<file path="src/rtl/soc_vga_pkg.sv">
// soc_vga_pkg: shared constants and helpers for the VGA scan-out block.
//   - 640x480@60 default timing (pixel clock ~25.175 MHz)
//   - RGB332 field positions inside a framebuffer byte
//   - expand(): RGB332 byte -> 4:4:4 colour by MSB replication
package soc_vga_pkg;

  localparam int DEF_H_ACTIVE = 640;
  localparam int DEF_H_FP     = 16;
  localparam int DEF_H_SYNC   = 96;
  localparam int DEF_H_BP     = 48;
  localparam int DEF_V_ACTIVE = 480;
  localparam int DEF_V_FP     = 10;
  localparam int DEF_V_SYNC   = 2;
  localparam int DEF_V_BP     = 33;

  // RGB332 byte layout {r[2:0], g[2:0], b[1:0]}
  localparam int RGB_R_MSB = 7;
  localparam int RGB_R_LSB = 5;
  localparam int RGB_G_MSB = 4;
  localparam int RGB_G_LSB = 2;
  localparam int RGB_B_MSB = 1;
  localparam int RGB_B_LSB = 0;

  typedef struct packed {
    logic [3:0] r;
    logic [3:0] g;
    logic [3:0] b;
  } rgb444_t;

  // Replicate MSBs so full-scale input maps to full-scale output (7 -> F, 3 -> F).
  function automatic rgb444_t expand(input logic [7:0] px);
    logic [2:0] r3;
    logic [2:0] g3;
    logic [1:0] b2;
    rgb444_t    o;
    r3  = px[RGB_R_MSB:RGB_R_LSB];
    g3  = px[RGB_G_MSB:RGB_G_LSB];
    b2  = px[RGB_B_MSB:RGB_B_LSB];
    o.r = {r3, r3[2]};
    o.g = {g3, g3[2]};
    o.b = {b2, b2};
    return o;
  endfunction

endpackage

</file>
<file path="src/rtl/soc_vga_delay_line.sv">
// soc_vga_delay_line: DEPTH-stage shift register, WIDTH bits per stage.
//   gclk   in  clock
//   grst_n in  async active-low reset; every stage loads RESET_VALUE
//   d      in  WIDTH  stage-0 input
//   q      out WIDTH  input delayed by DEPTH clocks
module soc_vga_delay_line #(
  parameter int                WIDTH       = 1,
  parameter int                DEPTH       = 1,
  parameter logic [WIDTH-1:0]  RESET_VALUE = '0
) (
  input  logic             gclk,
  input  logic             grst_n,
  input  logic [WIDTH-1:0] d,
  output logic [WIDTH-1:0] q
);

  logic [DEPTH-1:0][WIDTH-1:0] r_pipe;

  always_ff @(posedge gclk or negedge grst_n) begin
    if (!grst_n) begin
      for (int i = 0; i < DEPTH; i++) r_pipe[i] <= RESET_VALUE;
    end else begin
      r_pipe[0] <= d;
      for (int i = 1; i < DEPTH; i++) r_pipe[i] <= r_pipe[i-1];
    end
  end

  assign q = r_pipe[DEPTH-1];

endmodule

</file>
<file path="src/rtl/soc_vga_scanout.sv">
// soc_vga_scanout: VGA timing generator and framebuffer scan-out (vga_clk domain).
//   vga_clk      in   pixel clock
//   res_n        in   async active-low reset
//   enable       in   1 = show framebuffer, 0 = black (timing unaffected)
//   word_addr_b  out  byte address to framebuffer read port B
//   read_data_b  in   RGB332 byte, MEM_LATENCY clocks after word_addr_b
//   vga_r/g/b    out  4-bit colour channels
//   vga_hs/vs    out  syncs, asserted level HS_POL / VS_POL
//   frame_start  out  one-clock pulse with pixel (0,0) on the colour outputs
// Pipeline: stage 0 counters -> stage 1 address -> stage 1+MEM_LATENCY data
// -> stage PIPE registered colour. Side-band timing rides a delay line so
// everything on the pins belongs to the same pixel.
module soc_vga_scanout import soc_vga_pkg::*; #(
  parameter int H_ACTIVE    = DEF_H_ACTIVE,
  parameter int H_FP        = DEF_H_FP,
  parameter int H_SYNC      = DEF_H_SYNC,
  parameter int H_BP        = DEF_H_BP,
  parameter int V_ACTIVE    = DEF_V_ACTIVE,
  parameter int V_FP        = DEF_V_FP,
  parameter int V_SYNC      = DEF_V_SYNC,
  parameter int V_BP        = DEF_V_BP,
  parameter bit HS_POL      = 1'b0,
  parameter bit VS_POL      = 1'b0,
  parameter int SCALE       = 1,
  parameter int ADDR_WIDTH  = 32,
  parameter int MEM_LATENCY = 1
) (
  input  logic                  vga_clk,
  input  logic                  res_n,
  input  logic                  enable,
  output logic [ADDR_WIDTH-1:0] word_addr_b,
  input  logic [7:0]            read_data_b,
  output logic [3:0]            vga_r,
  output logic [3:0]            vga_g,
  output logic [3:0]            vga_b,
  output logic                  vga_hs,
  output logic                  vga_vs,
  output logic                  frame_start
);

  localparam int H_TOTAL = H_ACTIVE + H_FP + H_SYNC + H_BP;
  localparam int V_TOTAL = V_ACTIVE + V_FP + V_SYNC + V_BP;
  localparam int HW      = $clog2(H_TOTAL + 1);
  localparam int VW      = $clog2(V_TOTAL + 1);
  localparam int PIPE    = 2 + MEM_LATENCY;
  localparam int FB_W    = H_ACTIVE >> SCALE;

  localparam logic [HW-1:0] H_LAST = HW'(H_TOTAL - 1);
  localparam logic [HW-1:0] H_ACT  = HW'(H_ACTIVE);
  localparam logic [HW-1:0] HS_BEG = HW'(H_ACTIVE + H_FP);
  localparam logic [HW-1:0] HS_END = HW'(H_ACTIVE + H_FP + H_SYNC);
  localparam logic [VW-1:0] V_LAST = VW'(V_TOTAL - 1);
  localparam logic [VW-1:0] V_ACT  = VW'(V_ACTIVE);
  localparam logic [VW-1:0] VS_BEG = VW'(V_ACTIVE + V_FP);
  localparam logic [VW-1:0] VS_END = VW'(V_ACTIVE + V_FP + V_SYNC);
  // Low SCALE bits of v_cnt all ones = last replica of a framebuffer row.
  localparam logic [VW-1:0] V_REP_MASK = VW'((1 << SCALE) - 1);
  localparam logic [ADDR_WIDTH-1:0] FB_W_A = ADDR_WIDTH'(FB_W);

  logic [HW-1:0]         r_h_cnt;
  logic [VW-1:0]         r_v_cnt;
  logic [ADDR_WIDTH-1:0] r_line_base;
  logic [ADDR_WIDTH-1:0] r_addr;
  rgb444_t               r_rgb;

  logic w_h_wrap, w_v_wrap, w_row_step;
  logic w_active, w_hs_raw, w_vs_raw, w_fs_raw;
  logic w_act_d, w_en_d;

  // Stage 0 decode
  assign w_h_wrap   = (r_h_cnt == H_LAST);
  assign w_v_wrap   = w_h_wrap && (r_v_cnt == V_LAST);
  assign w_row_step = w_h_wrap && (r_v_cnt < V_ACT) &&
                      ((r_v_cnt & V_REP_MASK) == V_REP_MASK);
  assign w_active   = (r_h_cnt < H_ACT) && (r_v_cnt < V_ACT);
  assign w_hs_raw   = (r_h_cnt >= HS_BEG) && (r_h_cnt < HS_END);
  assign w_vs_raw   = (r_v_cnt >= VS_BEG) && (r_v_cnt < VS_END);
  assign w_fs_raw   = (r_h_cnt == '0) && (r_v_cnt == '0);

  always_ff @(posedge vga_clk or negedge res_n) begin
    if (!res_n) begin
      r_h_cnt     <= '0;
      r_v_cnt     <= '0;
      r_line_base <= '0;
      r_addr      <= '0;
    end else begin
      if (w_h_wrap) begin
        r_h_cnt <= '0;
        r_v_cnt <= w_v_wrap ? '0 : r_v_cnt + 1'b1;
      end else begin
        r_h_cnt <= r_h_cnt + 1'b1;
      end
      // Frame wrap wins over the row step on the last line's wrap edge.
      if (w_v_wrap)        r_line_base <= '0;
      else if (w_row_step) r_line_base <= r_line_base + FB_W_A;
      // Stage 1: running row base avoids a v*FB_W multiplier.
      r_addr <= w_active ? r_line_base + ADDR_WIDTH'(r_h_cnt >> SCALE) : '0;
    end
  end

  assign word_addr_b = r_addr;

  // active/enable are consumed by the colour register, so they need one
  // stage less than the pins.
  soc_vga_delay_line #(
    .WIDTH(2), .DEPTH(PIPE - 1), .RESET_VALUE(2'b00)
  ) u_dl_pix (
    .gclk(vga_clk), .grst_n(res_n),
    .d({w_active, enable}), .q({w_act_d, w_en_d})
  );

  // Polarity is applied before the delay so reset loads the idle sync level
  // and the delay output drives the pins directly.
  soc_vga_delay_line #(
    .WIDTH(3), .DEPTH(PIPE), .RESET_VALUE({~HS_POL, ~VS_POL, 1'b0})
  ) u_dl_sync (
    .gclk(vga_clk), .grst_n(res_n),
    .d({w_hs_raw ? HS_POL : ~HS_POL, w_vs_raw ? VS_POL : ~VS_POL, w_fs_raw}),
    .q({vga_hs, vga_vs, frame_start})
  );

  always_ff @(posedge vga_clk or negedge res_n) begin
    if (!res_n)                r_rgb <= '0;
    else if (w_act_d && w_en_d) r_rgb <= expand(read_data_b);
    else                       r_rgb <= '0;
  end

  assign vga_r = r_rgb.r;
  assign vga_g = r_rgb.g;
  assign vga_b = r_rgb.b;

endmodule

</file>
<file path="config.mk">
export PLATFORM = sky130hd
export DESIGN_NAME = soc_vga_scanout
export DESIGN_NICKNAME = d
export VERILOG_FILES = /design/src/rtl/soc_vga_pkg.sv /design/src/rtl/soc_vga_delay_line.sv /design/src/rtl/soc_vga_scanout.sv
export SDC_FILE = /design/constraint.sdc
export NUM_CORES = 1
export LEC_CHECK = 0
export ABC_AREA = 1
export BUFFER_PORTS_ARGS = -buffer_cell sky130_fd_sc_hd__clkbuf_2
export CELL_PAD_IN_SITES_DETAIL_PLACEMENT = 0
export CELL_PAD_IN_SITES_GLOBAL_PLACEMENT = 2
export CORE_AREA = 2 2 101 151
export CTS_CLUSTER_SIZE = 24
export DETAILED_ROUTE_END_ITERATION = 7
export DIE_AREA = 0 0 103 153
export PLACE_DENSITY_LB_ADDON = 0.1
export SETUP_SLACK_MARGIN = 0.02
export SLEW_MARGIN = 10
export SYNTH_ARGS = -nofsm -noshare
export SYNTH_HDL_FRONTEND = slang
export SYNTH_SLANG_ARGS = --single-unit
export TNS_END_PERCENT = 100
</file>
<file path="constraint.sdc">
create_clock -name vga_clk -period 3.5 [get_ports vga_clk]
set_clock_uncertainty 0.1 [all_clocks]
set_input_delay 0.525 -clock vga_clk [delete_from_list [all_inputs] [get_ports vga_clk]]
set_output_delay 0.525 -clock vga_clk [all_outputs]
set_load 0.02 [all_outputs]
</file>
; Word level (Yosys, flattened, before mapping)
; Index checks and enable logic that the tools add are counted.
[word_totals]
out_inout_bits = 47
elab_cells = 43
regBits = 109
[classes]
mux = 8
reduce_logical = 11
eq_ne = 2
magnitude_cmp = 6
addsub = 4
[op_table]
columns = op, count
row1 = 2-to-1 mux 32 bit, 3
row2 = adder 32 x 9 -> 32 bit, 1
row3 = adder 32 x 9 -> 32 bit (second input constant), 1
row4 = adder 10 x 1 -> 10 bit (second input constant), 2
row5 = equality test 10 bit (second input constant), 2
row6 = zero test 10 bit, 2
row7 = < comparator 10 bit (second input constant), 2
row8 = < comparator 10 x 9 -> 1 bit (second input constant), 2
row9 = 2-to-1 mux 10 bit, 2
row10 = 2-to-1 mux 12 bit, 1
row11 = greater-or-equal comparator 10 bit (second input constant), 1
row12 = greater-or-equal comparator 10 x 9 -> 1 bit (second input constant), 1
row13 = logical AND 1 bit, 8
row14 = 2-to-1 mux 1 bit, 2
row15 = nonzero test 2 bit, 1

; Logic depth before layout (Yosys ltp)
; Gate-level depths: netlist of run 1.
[logic_depth]
depth_word = 5
mapped_depth = 11

; Modules after synthesis
; From an unflattened synthesis of run 1, not the netlist that was laid out.
[hier_totals]
cells_unflattened = 632
area_unflattened_um2 = 4973.5
[by_module_without_submodules]
columns = module, seq_area_each_um2, cells_each, instances, area_per_inst_um2
row1 = soc_vga_scanout, 2152.1, 614, 1, 4603.2
row2 = soc_vga_delay_line at u_dl_sync, 232.7, 12, 1, 255.2
row3 = soc_vga_delay_line at u_dl_pix, 100.1, 6, 1, 115.1

; Least setup slack after synthesis of run 1
; OpenSTA, ideal clock, no wires.
[synth_path]
kind = reg-to-reg
start = reg r_h_cnt[8]
end = reg r_addr[22] (netlist: word_addr_b[22])
path_slack_ns = 1.762
path_stages_with_launch = 11
setup_time_ns = 0.121
arrival_time_ns = 1.516
path_buffers = 0
cell_sequence = dfrtp_1 > ha_1 > nand2_1 > nand2_1 > nand2_1 > nand2_1 > nand2_2 > nor2_2 > nand3_1 > nand2_1 > nor2_1
[synth_between]
elab_chain_len = 3
word_cells_on_any_way = 4
[synth_rtl]
columns = element, line_no
row1 = start: declaration, soc_vga_scanout.sv:60  ; logic [HW-1:0] r_h_cnt;
row2 = start signal: assignment, soc_vga_scanout.sv:91  ; r_h_cnt <= r_h_cnt + 1'b1;
row3 = "parallel branches: the longest is 2 deep, another holds adder 32 x 9 -> 32 bit", --
row4 = 2-to-1 mux 32 bit (*), soc_vga_scanout.sv:97  ; r_addr <= w_active ? r_line_base + ADDR_WIDTH'(r_h_cnt >> SCALE) : '0;
row5 = end signal: assignment, soc_vga_scanout.sv:97
row6 = end: declaration, soc_vga_scanout.sv:63  ; logic [ADDR_WIDTH-1:0] r_addr;
; Every way passes the cells marked *.
; A chain may end at the register's enable or synchronous reset.

; Worst setup path after layout of run 1
[layout_path]
start = reg r_h_cnt[8]
end = reg r_addr[31] (netlist: word_addr_b[31])
; Same word-level chain as after synthesis.

==> flow_metrics.tcl, run 1 <==
set metrics [dict create \
    synth_commonest_cells "139 x nand2_1, 106 x nor2_1, 93 x dfrtp_1" \
    power.net_switching_uw 528 \
    synth_nets 640 \
    r2r_slack_ns 1.29 \
    last_weighted_congestion_value_of_the_routability_driven_placer 0.848 \
    final_hold_viol_count 0 \
    critPathBufInv 0 \
    antenna-diode-count 0 \
    cts.clk_slew.worst_paths_ns 0.08 \
    power_density_mw_per_mm2 387 \
    area_delta_synth_final_pct 15.2 \
    post_synth_main_area_contributors "dfrtp_1 47%, nand2_1 11%, nor2_1 8.0%" \
    syn-cell-area_mm2 0.00495 \
    detail_route_antenna_nets 0 \
    dpl.hpwl_um 10100 \
    hp-class "input pin to async pin" \
    post-place-ws_ns 1.23 \
    vias_per_cell 4.72 \
    finish.net_count 695 \
    worst_slew_margin_rel_pct 62.4 \
    grt_first_pass_wirelength_um 22300 \
    p_total_mw 2.21 \
    dr.first_iter.drc_count 145 \
    die-area_mm2 0.0158 \
    drc_viols 0 \
    fp.dieW_um 103 \
    end_kind "flip-flop" \
    number_of_search_and_repair_iterations_in_the_first_detailed_routing_pass 4 \
    worst_ep_arrival_time_ns 2.35 \
    setup_viol 0 \
    final-max-slew-violation-count 0 \
    max_stage_delay_ns 0.45 \
    die_height_um 153 \
    end_of_the_worst_register_to_register_path "word_addr_b[31]$_DFF_PN0_" \
    drt_wl_total_um 13600 \
    share_clk_of_total_power_pct 45.5 \
    core_area_mm2 0.0145 \
    slew_at_the_pin_closest_to_its_max_slew_limit_ns 0.565 \
    h_tree_level_count 3 \
    numPortBuffers 57 \
    std_cell_rows 54 \
    postCtsHoldBufs 0 \
    clock_tree_root_driver_cell "clkbuf_16" \
    fraction_of_registers_with_async_set_reset_pct 100 \
    post-cts-setup-buffer-count 0 \
    postCtsResizedCells 0 \
    yosysTopAreaCellShare_pct 47.0 \
    netlist.top_cell.by_area "dfrtp_1" \
    synth.ff_latch_count 99 \
    initial_core_util_pct 34.2 \
    period_needed_ns 2.21 \
    final_area_mm2 0.00570 \
    timing.final.ws_setup_ns 1.29 \
    gr-total-overflow 0 \
    cp_delay_by_family_top "simple AND/OR/NAND/NOR gates" \
    worst-setup-path-type "flip-flop to flip-flop" \
    grt_pass1_vias 4251 \
    power_report.internal_total_mw 1.68 \
    grtUsageTotal_pct 18.6 \
    yosysUniqueCellTypes 31 \
    grt_antenna_before_repair 0 \
    seq_power_share_pct 52.2 \
    grt_start_max_net_pins 59 \
    timing.max_cap.violations 0 \
    clk_latency_ns 0.35 \
    num_vias 4143 \
    crit_required_ns 3.64 \
    ys_warnings 0 \
    seq_area_frac_synth_pct 50.2 \
    final_layout_size_suffix_gt1_share_pct 16.3 \
    route.detailed.wl_per_inst_um 15.5 \
    switching_share_pct 23.9 \
    placed_cell_areas_mm2 0.00540 \
    maximum_frequency_from_static_timing_analysis_mhz 452 \
    share_of_the_clock_period_used_by_the_worst_path_pct 63.2 \
    ys.flop_type "dfrtp_1" \
    outcome "finished clean" \
    leakage_nw 2.86 \
    clock_buffer_count_from_cts 9 \
    crit_top_cell "nand2_1" \
    grt_setup_unrepaired "no" \
    critPathMaxFanout 6 \
    startpoint_type "flip-flop" \
    critical-path-slowest-cell "dfrtp_1" \
    tritoncts_num_sinks 99 \
    peakVddDrop_v 0.000184 \
    synthesis.instances 621 \
    tritoncts "done" \
    yosysMostFrequentCell "nand2_1" \
    finalHoldWorstSlack_ns 0.0489 \
    r2r-start "r_h_cnt[8]$_DFF_PN0_" \
    combinationalPowerShare_pct 2.3 \
    totalNegativeSetupSlack_ns 0 \
    worst_r2r_path_depth 10 \
    post_synth.cell_area_avg_um2 7.97 \
    ctsLongestPathBuffers 2 \
    io_pins 58 \
    critical_path.cell_chain "ha_1 -> nand2_1 -> nand2_1 -> nand2_1 -> nand2_1 -> nand2_1 -> nor2_1 -> nand3_1 -> nand2_1 -> nor2_1" \
    number_of_flops_mapped_to_enable_cells_by_yosys 0 \
]
-- routing by layer --
layer,global-route usage [%],up-vias,wire [um]
met5,0,-,0
met4,6.64,0,356
met3,2.88,19,380
met2,34.5,72,7510
met1,20.8,1967,5370
li1,-,2085,-
-- cells by family (layout without fill, tap and decap cells) --
| family | after synthesis | after routing | synth area share (%) |
|---|---|---|---|
| and+or+nand+nor | 359 | 359 | 32.9 |
| DFF | 99 | 99 | 50.2 |
| buffers and inverters | 99 | 159 | 8.55 |
| AOI/OAI and AO/OA | 50 | 50 | 5.24 |
| adders and majority gates | 8 | 8 | 2.02 |
| xor gates and xnor gates | 6 | 6 | 1.06 |
-- how the worst max path moves through the flow --
stage,start,slack [ns],endpoint,cells after the start
final,r_h_cnt[8]$_DFF_PN0_,1.29,word_addr_b[31]$_DFF_PN0_,10
after global routing,r_h_cnt[8]$_DFF_PN0_,1.06,word_addr_b[20]$_DFF_PN0_,11
after floorplan,r_h_cnt[8]$_DFF_PN0_,1.76,word_addr_b[22]$_DFF_PN0_,10
after detailed placement,r_h_cnt[8]$_DFF_PN0_,1.23,word_addr_b[31]$_DFF_PN0_,10
after CTS,r_h_cnt[8]$_DFF_PN0_,1.22,word_addr_b[31]$_DFF_PN0_,10
after global placement,r_h_cnt[8]$_DFF_PN0_,1.28,word_addr_b[31]$_DFF_PN0_,10
-- sequential cells by signal (all words and copies together) (netlist names) --
name / flops
vga_r: 3
vga_b: 2
r_v_cnt: 10
vga_g: 3
u_dl_sync.q: 3
u_dl_pix.r_pipe: 2
word_addr_b: 32
r_h_cnt: 10
u_dl_sync.r_pipe: 6
u_dl_pix.q: 2
r_line_base: 26
-- power groups by stage --
| stage | registers, mW | clock network, mW | logic, mW |
|---|---|---|---|
| 6_report | 1.15 | 1.00 | 0.0516 |
| 5_1_grt | 1.15 | 1.09 | 0.0601 |
| 4_1_cts | 1.15 | 1.04 | 0.0551 |
| 3_5_place_dp | 1.17 | 0 | 0.0553 |
| 3_3_place_gp | 1.17 | 0 | 0.0538 |
| 2_1_floorplan | 1.18 | 0 | 0.0110 |
-- through the flow --
stage                     utilization, %  instances
after floorplan                        -        621
after CTS                           39.4        877
final                               39.4        877
after global placement              37.4        861
after detailed placement            37.4        861
after global routing                39.4        877
-- area by class of cell --
class | instances | area [um2]
multi-input cells | 423 | 2040
repair buffers | 59 | 315
fillers | 1513 | 8760
inverters | 84 | 318
well taps | 196 | 245
clock buffers | 10 | 239
flip-flops and latches | 99 | 2480
clock inverters | 6 | 56.3
-- layout by cell type, fill, tap and decap left out, types with 8 or more instances in the layout --
cell type / instances
nor2_2: 11
o21ai_1: 10
clkbuf_2: 56
a21oi_1: 21
inv_1: 78
nand4_1: 24
nand3_1: 47
clkbuf_16: 9
o21ai_0: 14
ha_1: 8
nor2_1: 106
dfrtp_1: 93
nor3_1: 17
nand2_1: 139
Note: power is estimated with default switching activity, not from simulation.
==> inputs of run 2 (changes only) <==
- CORE_AREA: 2 2 101 151 -> 2 2 107 160
- DIE_AREA: 0 0 103 153 -> 0 0 109 162
- clock period: 3.5 -> 2 ns (I/O delays scaled with it)
==> run 2 against run 1 <==
Sequential share of layout area decreased by 2.8 points; global-route usage fell by 0.84 points; final cell count increased by 5.7%; via count rose by 4.1%; non-clock buffer count up 40; fmax increased by 18%; cell area grew 6.9%; sequential cell count stayed put; wire length up 9.1%; register-to-register slack got worse by 1.2 ns; highest routed layer unchanged.
==> flow_metrics.tcl, run 2 (same netlist as run 1, synthesis figures left out) <==
set metrics [dict create \
    outcome "finished clean" \
    fp.dieW_um 109 \
    std_cell_rows 57 \
    setup_viol 0 \
    mostFrequentLayoutCell "nand2_1" \
    detail_route_antenna_nets 0 \
    ctsLongestPathBuffers 2 \
    grt_antenna_before_repair 0 \
    area_delta_synth_final_pct 23.1 \
    peakVddDrop_v 0.000390 \
    numPortBuffers 57 \
    timing.max_cap.violations 0 \
    io_pins 58 \
    last_weighted_congestion_value_of_the_routability_driven_placer 0.879 \
    slew_at_the_pin_closest_to_its_max_slew_limit_ns 0.471 \
    post-place-ws_ns -0.0271 \
    worst_ep_arrival_time_ns 2.01 \
    max_stage_delay_ns 0.41 \
    grtUsageTotal_pct 17.8 \
    cts.clk_slew.worst_paths_ns 0.08 \
    die-area_mm2 0.0177 \
    gr-total-overflow 0 \
    hp-class "input pin to flip-flop" \
    critPathMaxFanout 17 \
    dpl.hpwl_um 11300 \
    startpoint_type "flip-flop" \
    vias_per_cell 4.65 \
    final_hold_viol_count 0 \
    grt_pass1_vias 4351 \
    utilization_pct 37.6 \
    critical_path.cell_chain "ha_2 -> nand3_2 -> nor2_4 -> nand2_4 -> inv_4 -> nand3_4 -> nand4_1 -> nand2_1" \
    h_tree_level_count 3 \
    number_of_search_and_repair_iterations_in_the_first_detailed_routing_pass 4 \
    die_height_um 162 \
    worst_slew_margin_rel_pct 68.6 \
    clock_tree_root_driver_cell "clkbuf_16" \
    grt_first_pass_wirelength_um 23300 \
    maximum_frequency_from_static_timing_analysis_mhz 533 \
    share_of_the_clock_period_used_by_the_worst_path_pct 93.7 \
    drc_viols 0 \
    leakage_nw 3.09 \
    tritoncts "done" \
    grt_setup_unrepaired "no" \
    worst-setup-path-type "flip-flop to flip-flop" \
    grt_start_max_net_pins 44 \
    finish.net_count 735 \
    max_reg_flops 32 \
    totalNegativeSetupSlack_ns 0 \
    initial_core_util_pct 30.6 \
    timing.final.ws_setup_ns 0.125 \
    final-max-slew-violation-count 0 \
    core_area_mm2 0.0162 \
    dr.first_iter.drc_count 162 \
    power_density_mw_per_mm2 632 \
    final_layout_size_suffix_gt1_share_pct 21.5 \
    num_vias 4313 \
    clock_buffer_count_from_cts 9 \
    antenna-diode-count 0 \
    period_needed_ns 1.87 \
    tritoncts_num_sinks 99 \
    drt_wl_total_um 14900 \
    end_kind "flip-flop" \
    clk_latency_ns 0.35 \
    route.detailed.wl_per_inst_um 16.0 \
    crit_required_ns 2.13 \
    critical-path-slowest-cell "dfrtp_1" \
    final_cell_mix "137 x nand2_1, 105 x nor2_1, 92 x dfrtp_1, 78 x inv_1, 56 x clkbuf_2" \
]
[run 2: timing repair]
item                                    in CTS  in global routing
endpoints found under the setup margin      21                 28
hold buffers                                 2                  0
endpoints found under the hold margin       29                  0
buffers inserted                             1                  1
resized for setup                            4                  8
pin swaps                                    2                  3
[run 2: metrics by stage]
stage | std cells | area (um2) | total power [mW] | hold WS (ns)
after floorplan | 621 | 4950 | 2.08 | -0.0956
after global placement | 907 | 5710 | 2.15 | 0.184
after detailed placement | 907 | 5710 | 2.15 | 0.194
after CTS | 926 | 6050 | 3.93 | 0.0208
after global routing | 927 | 6090 | 4.02 | 0.0223
final | 927 | 6090 | 3.85 | 0.0349
[run 2: metal layers]
metal | vias up | track usage, % | part of all wire (%)
li1 | 2163 | - | -
met1 | 2031 | 19.8 | 39
met2 | 88 | 32.2 | 54
met3 | 31 | 2.85 | 2.6
met4 | 0 | 8.62 | 4.3
met5 | - | 0 | 0
[run 2: cell type report]
cell class / count / area (um2)
Clock buffer: 9 / 225
Clock inverter: 7 / 70.1
Fill cell: 1722 / 10100
Inverter: 84 / 318
Multi-Input combinational cell: 423 / 2090
Sequential cell: 99 / 2490
Tap cell: 206 / 258
Timing Repair Buffer: 99 / 646
[run 2: final timing paths]
check / start / endpoint / slack [ns] / cells past startpoint
min in group asynchronous: res_n / vga_r[0]$_DFF_PN0_ / 0.34 / 2
worst max-delay path: r_h_cnt[0]$_DFF_PN0_ / r_line_base[28]$_DFFE_PN0P_ / 0.13 / 8
max in group asynchronous: res_n / r_line_base[26]$_DFFE_PN0P_ / 0.79 / 3
worst max register to register: r_h_cnt[0]$_DFF_PN0_ / r_line_base[28]$_DFFE_PN0P_ / 0.13 / 8
worst min-delay path: read_data_b[6] / vga_r[2]$_DFF_PN0_ / 0.03 / 3
worst min register to register: u_dl_pix.r_pipe[0]$_DFF_PN0_ / u_dl_pix.q[0]$_DFF_PN0_ / 0.25 / 0
[run 2: report_power, final]
group | leakage (nW) | switching, mW | internal, mW
sequential | 1.31 | 0.00339 | 2.01
combinational | 1.63 | 0.0700 | 0.0277
clock | 0.147 | 0.859 | 0.880
[run 2: worst max-delay path: cells and delay by family, from the launching register on]
kind                     cells  cell delay (ns)
AND/OR/NAND/NOR              6             0.93
flip-flops                   1             0.41
adder cells (fa/ha/maj)      1             0.23
buffers and inverters        1             0.08
==> inputs of run 3 (changes only) <==
- ABC_AREA: 1 -> not set
- CORE_AREA: 2 2 107 160 -> 2 2 98 147
- DIE_AREA: 0 0 109 162 -> 0 0 100 149
==> run 3 against run 2 <==
Worst hold slack gained 0.052 ns; register-to-register slack lost 0.05 ns; sequential power about the same; critical path type unchanged; critical endpoint is now r_line_base[31]$_DFFE_PN0P_; largest cell class unchanged; highest routed layer unchanged.
==> flow_metrics.tcl, run 3 <==
set metrics [dict create \
    outcome "finished clean" \
    grtUsageTotal_pct 16.0 \
    synth.ff_latch_count 99 \
    cts.clk_slew.worst_paths_ns 0.07 \
    route.detailed.wl_per_inst_um 16.1 \
    r2r-start "r_h_cnt[7]$_DFF_PN0_" \
    critical-path-slowest-cell "or4_4" \
    number_of_search_and_repair_iterations_in_the_first_detailed_routing_pass 4 \
    final_cell_mix "91 x dfrtp_1, 68 x buf_4, 64 x nor2_1, 56 x clkbuf_2, 28 x xor2_1" \
    critPathBufInv 0 \
    final_cell_count_no_fill 716 \
    grt_first_pass_wirelength_um 18300 \
    maximum_frequency_from_static_timing_analysis_mhz 519 \
    post_synth.cell_area_avg_um2 10.6 \
    r2r_slack_ns 0.07 \
    startpoint_type "flip-flop" \
    crit_cells 5 \
    netlist.top_cell.by_area "dfrtp_1" \
    slew_at_the_pin_closest_to_its_max_slew_limit_ns 0.485 \
    synth_commonest_cells "93 x dfrtp_1, 65 x nor2_1, 28 x xor2_1" \
    power_density_mw_per_mm2 641 \
    grt_setup_unrepaired "yes" \
    yosysUniqueCellTypes 45 \
    max_stage_delay_ns 0.51 \
    num_vias 3476 \
    io_pins 58 \
    mostFrequentLayoutCell "dfrtp_1" \
    layout.filler_cells 1377 \
    gr-total-overflow 0 \
    final-max-slew-violation-count 0 \
    crit_path_start "r_h_cnt[7]$_DFF_PN0_" \
    vias_per_cell 4.85 \
    ys_warnings 0 \
    seq_area_frac_synth_pct 54.8 \
    clock_buffer_count_from_cts 9 \
    peakVddDrop_v 0.000367 \
    timing.max_cap.violations 0 \
    ys.flop_type "dfrtp_1" \
    final_hold_viol_count 0 \
    tritoncts_num_sinks 99 \
    finish.net_count 565 \
    antenna-diode-count 0 \
    multi_input_area_mm2 0.00204 \
    tritoncts "done" \
    placedCellCount 693 \
    hp-class "input pin to flip-flop" \
    clock_tree_root_driver_cell "clkbuf_16" \
    yosysTopAreaCellShare_pct 51.3 \
    leakage_nw 2.86 \
    core_area_mm2 0.0138 \
    die_height_um 149 \
    p_total_mw 3.82 \
    grt_start_max_net_pins 41 \
    critical_path.cell_chain "and4b_2 -> nand3_2 -> or4_4 -> o211ai_1 -> o31ai_1" \
    seqCellArea_mm2 0.00249 \
    worst_r2r_path_depth 5 \
    ctsLongestPathBuffers 2 \
    synth_nets 447 \
    final_layout_size_suffix_gt1_share_pct 35.0 \
    drc_viols 0 \
    worst_ep_arrival_time_ns 2.04 \
    crit_required_ns 2.12 \
    number_of_flops_mapped_to_enable_cells_by_yosys 0 \
    end_kind "flip-flop" \
    worst_slew_margin_rel_pct 67.7 \
    max_reg_flops 32 \
    critical_path.endpoint "r_line_base[31]$_DFFE_PN0P_" \
    totalNegativeSetupSlack_ns 0 \
    dpl.hpwl_um 8430 \
    grt_antenna_before_repair 0 \
    post_synth_main_area_contributors "dfrtp_1 51%, xor2_1 5.4%, nor2_1 5.4%" \
    share_of_the_clock_period_used_by_the_worst_path_pct 96.3 \
    grt_pass1_vias 3527 \
    post-place-ws_ns -0.0479 \
    cp_delay_by_family_top "simple AND/OR/NAND/NOR gates" \
    std_cell_rows 53 \
    fraction_of_registers_with_async_set_reset_pct 100 \
    fp.dieW_um 100 \
    setup_viol 0 \
    period_needed_ns 1.93 \
    initial_core_util_pct 32.9 \
    yosysMostFrequentCell "dfrtp_1" \
    timing.final.ws_setup_ns 0.0746 \
    synthesis.instances 428 \
    h_tree_level_count 3 \
    die-area_mm2 0.0149 \
    finalHoldWorstSlack_ns 0.0866 \
    clk_latency_ns 0.34 \
    dr.first_iter.drc_count 76 \
    end_of_the_worst_register_to_register_path "r_line_base[31]$_DFFE_PN0P_" \
    syn-cell-area_mm2 0.00453 \
    critPathMaxFanout 5 \
    drt_wl_total_um 11500 \
    worst-setup-path-type "flip-flop to flip-flop" \
    timing.hold.worst.start "read_data_b[4]" \
    numPortBuffers 57 \
    area_delta_synth_final_pct 31.5 \
    detail_route_antenna_nets 0 \
    last_weighted_congestion_value_of_the_routability_driven_placer 0.827 \
]
[run 3: cell count changes in the layout (fill, tap and decap cells not counted), moves of 8 or more]
cell,change
and3_1,+19
buf_4,+30
xnor2_1,+26
o21ai_1,-10
nand4_1,-8
nor2_1,-41
nand2_1,-112
nand3_1,-24
xor2_1,+23
inv_1,-72
a21oi_1,-10
[run 3: final cells by class]
cell class | instances | share of cell area [%]
inverter | 6 | 0.378
tap | 165 | 3.46
timing repair buffer | 131 | 15.4
multi-input combinational | 299 | 34.2
clock buffer | 10 | 4.01
sequential | 99 | 41.7
clock inverter | 6 | 0.903
[run 3: how the worst min path moves through the flow]
stage                      endpoint  slack, ns  cells past startpoint
6_report         vga_g[0]$_DFF_PN0_       0.09                      2
3_5_place_dp     vga_r[2]$_DFF_PN0_       0.20                      1
5_1_grt          vga_g[0]$_DFF_PN0_       0.08                      2
4_1_cts          vga_g[0]$_DFF_PN0_       0.08                      2
2_1_floorplan  r_h_cnt[0]$_DFF_PN0_       -0.1                      0
3_3_place_gp     vga_r[2]$_DFF_PN0_       0.18                      1
[run 3: routing by layer]
| layer | up-vias | track usage (%) | routed length (um) |
|---|---|---|---|
| li1 | 1709 | - | - |
| met1 | 1694 | 18.0 | 4610 |
| met2 | 60 | 29.9 | 6450 |
| met3 | 13 | 2.58 | 272 |
| met4 | 0 | 5.89 | 180 |
| met5 | - | 0 | 0 |
[run 3: logic make-up after synthesis]
| group | share of synthesized area [%] |
|---|---|
| AOI/OAI and AO/OA | 3.78 |
| buffers and inverters | 3.81 |
| adders and majority gates | 2.21 |
| muxes | 0.248 |
| xor gates and xnor gates | 10.6 |
| DFF | 54.8 |
| and+or+nand+nor | 24.5 |
[run 3: report_power, final]
part	internal (mW)	leakage [nW]	total [mW]	switching [mW]
Clock	0.903	0.142	1.71	0.806
Sequential	2.01	1.31	2.02	0.00454
Combinational	0.0299	1.41	0.0951	0.0652
[run 3: metrics by stage]
step                      utilization [%]  instance area [um2]
final                                43.2                 5960
after global routing                 43.2                 5960
after CTS                            42.0                 5800
after detailed placement             39.6                 5470
after global placement               39.6                 5470
after floorplan                         -                 4570
[run 3: timing repair]
item                                    in CTS  in global routing
endpoints found under the setup margin       4                 32
resized for setup                            5                 24
hold endpoints to repair                    28                  0
pin swaps                                    0                  6
hold buffers                                 2                  0
setup buffers                                0                  4
cloned                                       0                  1
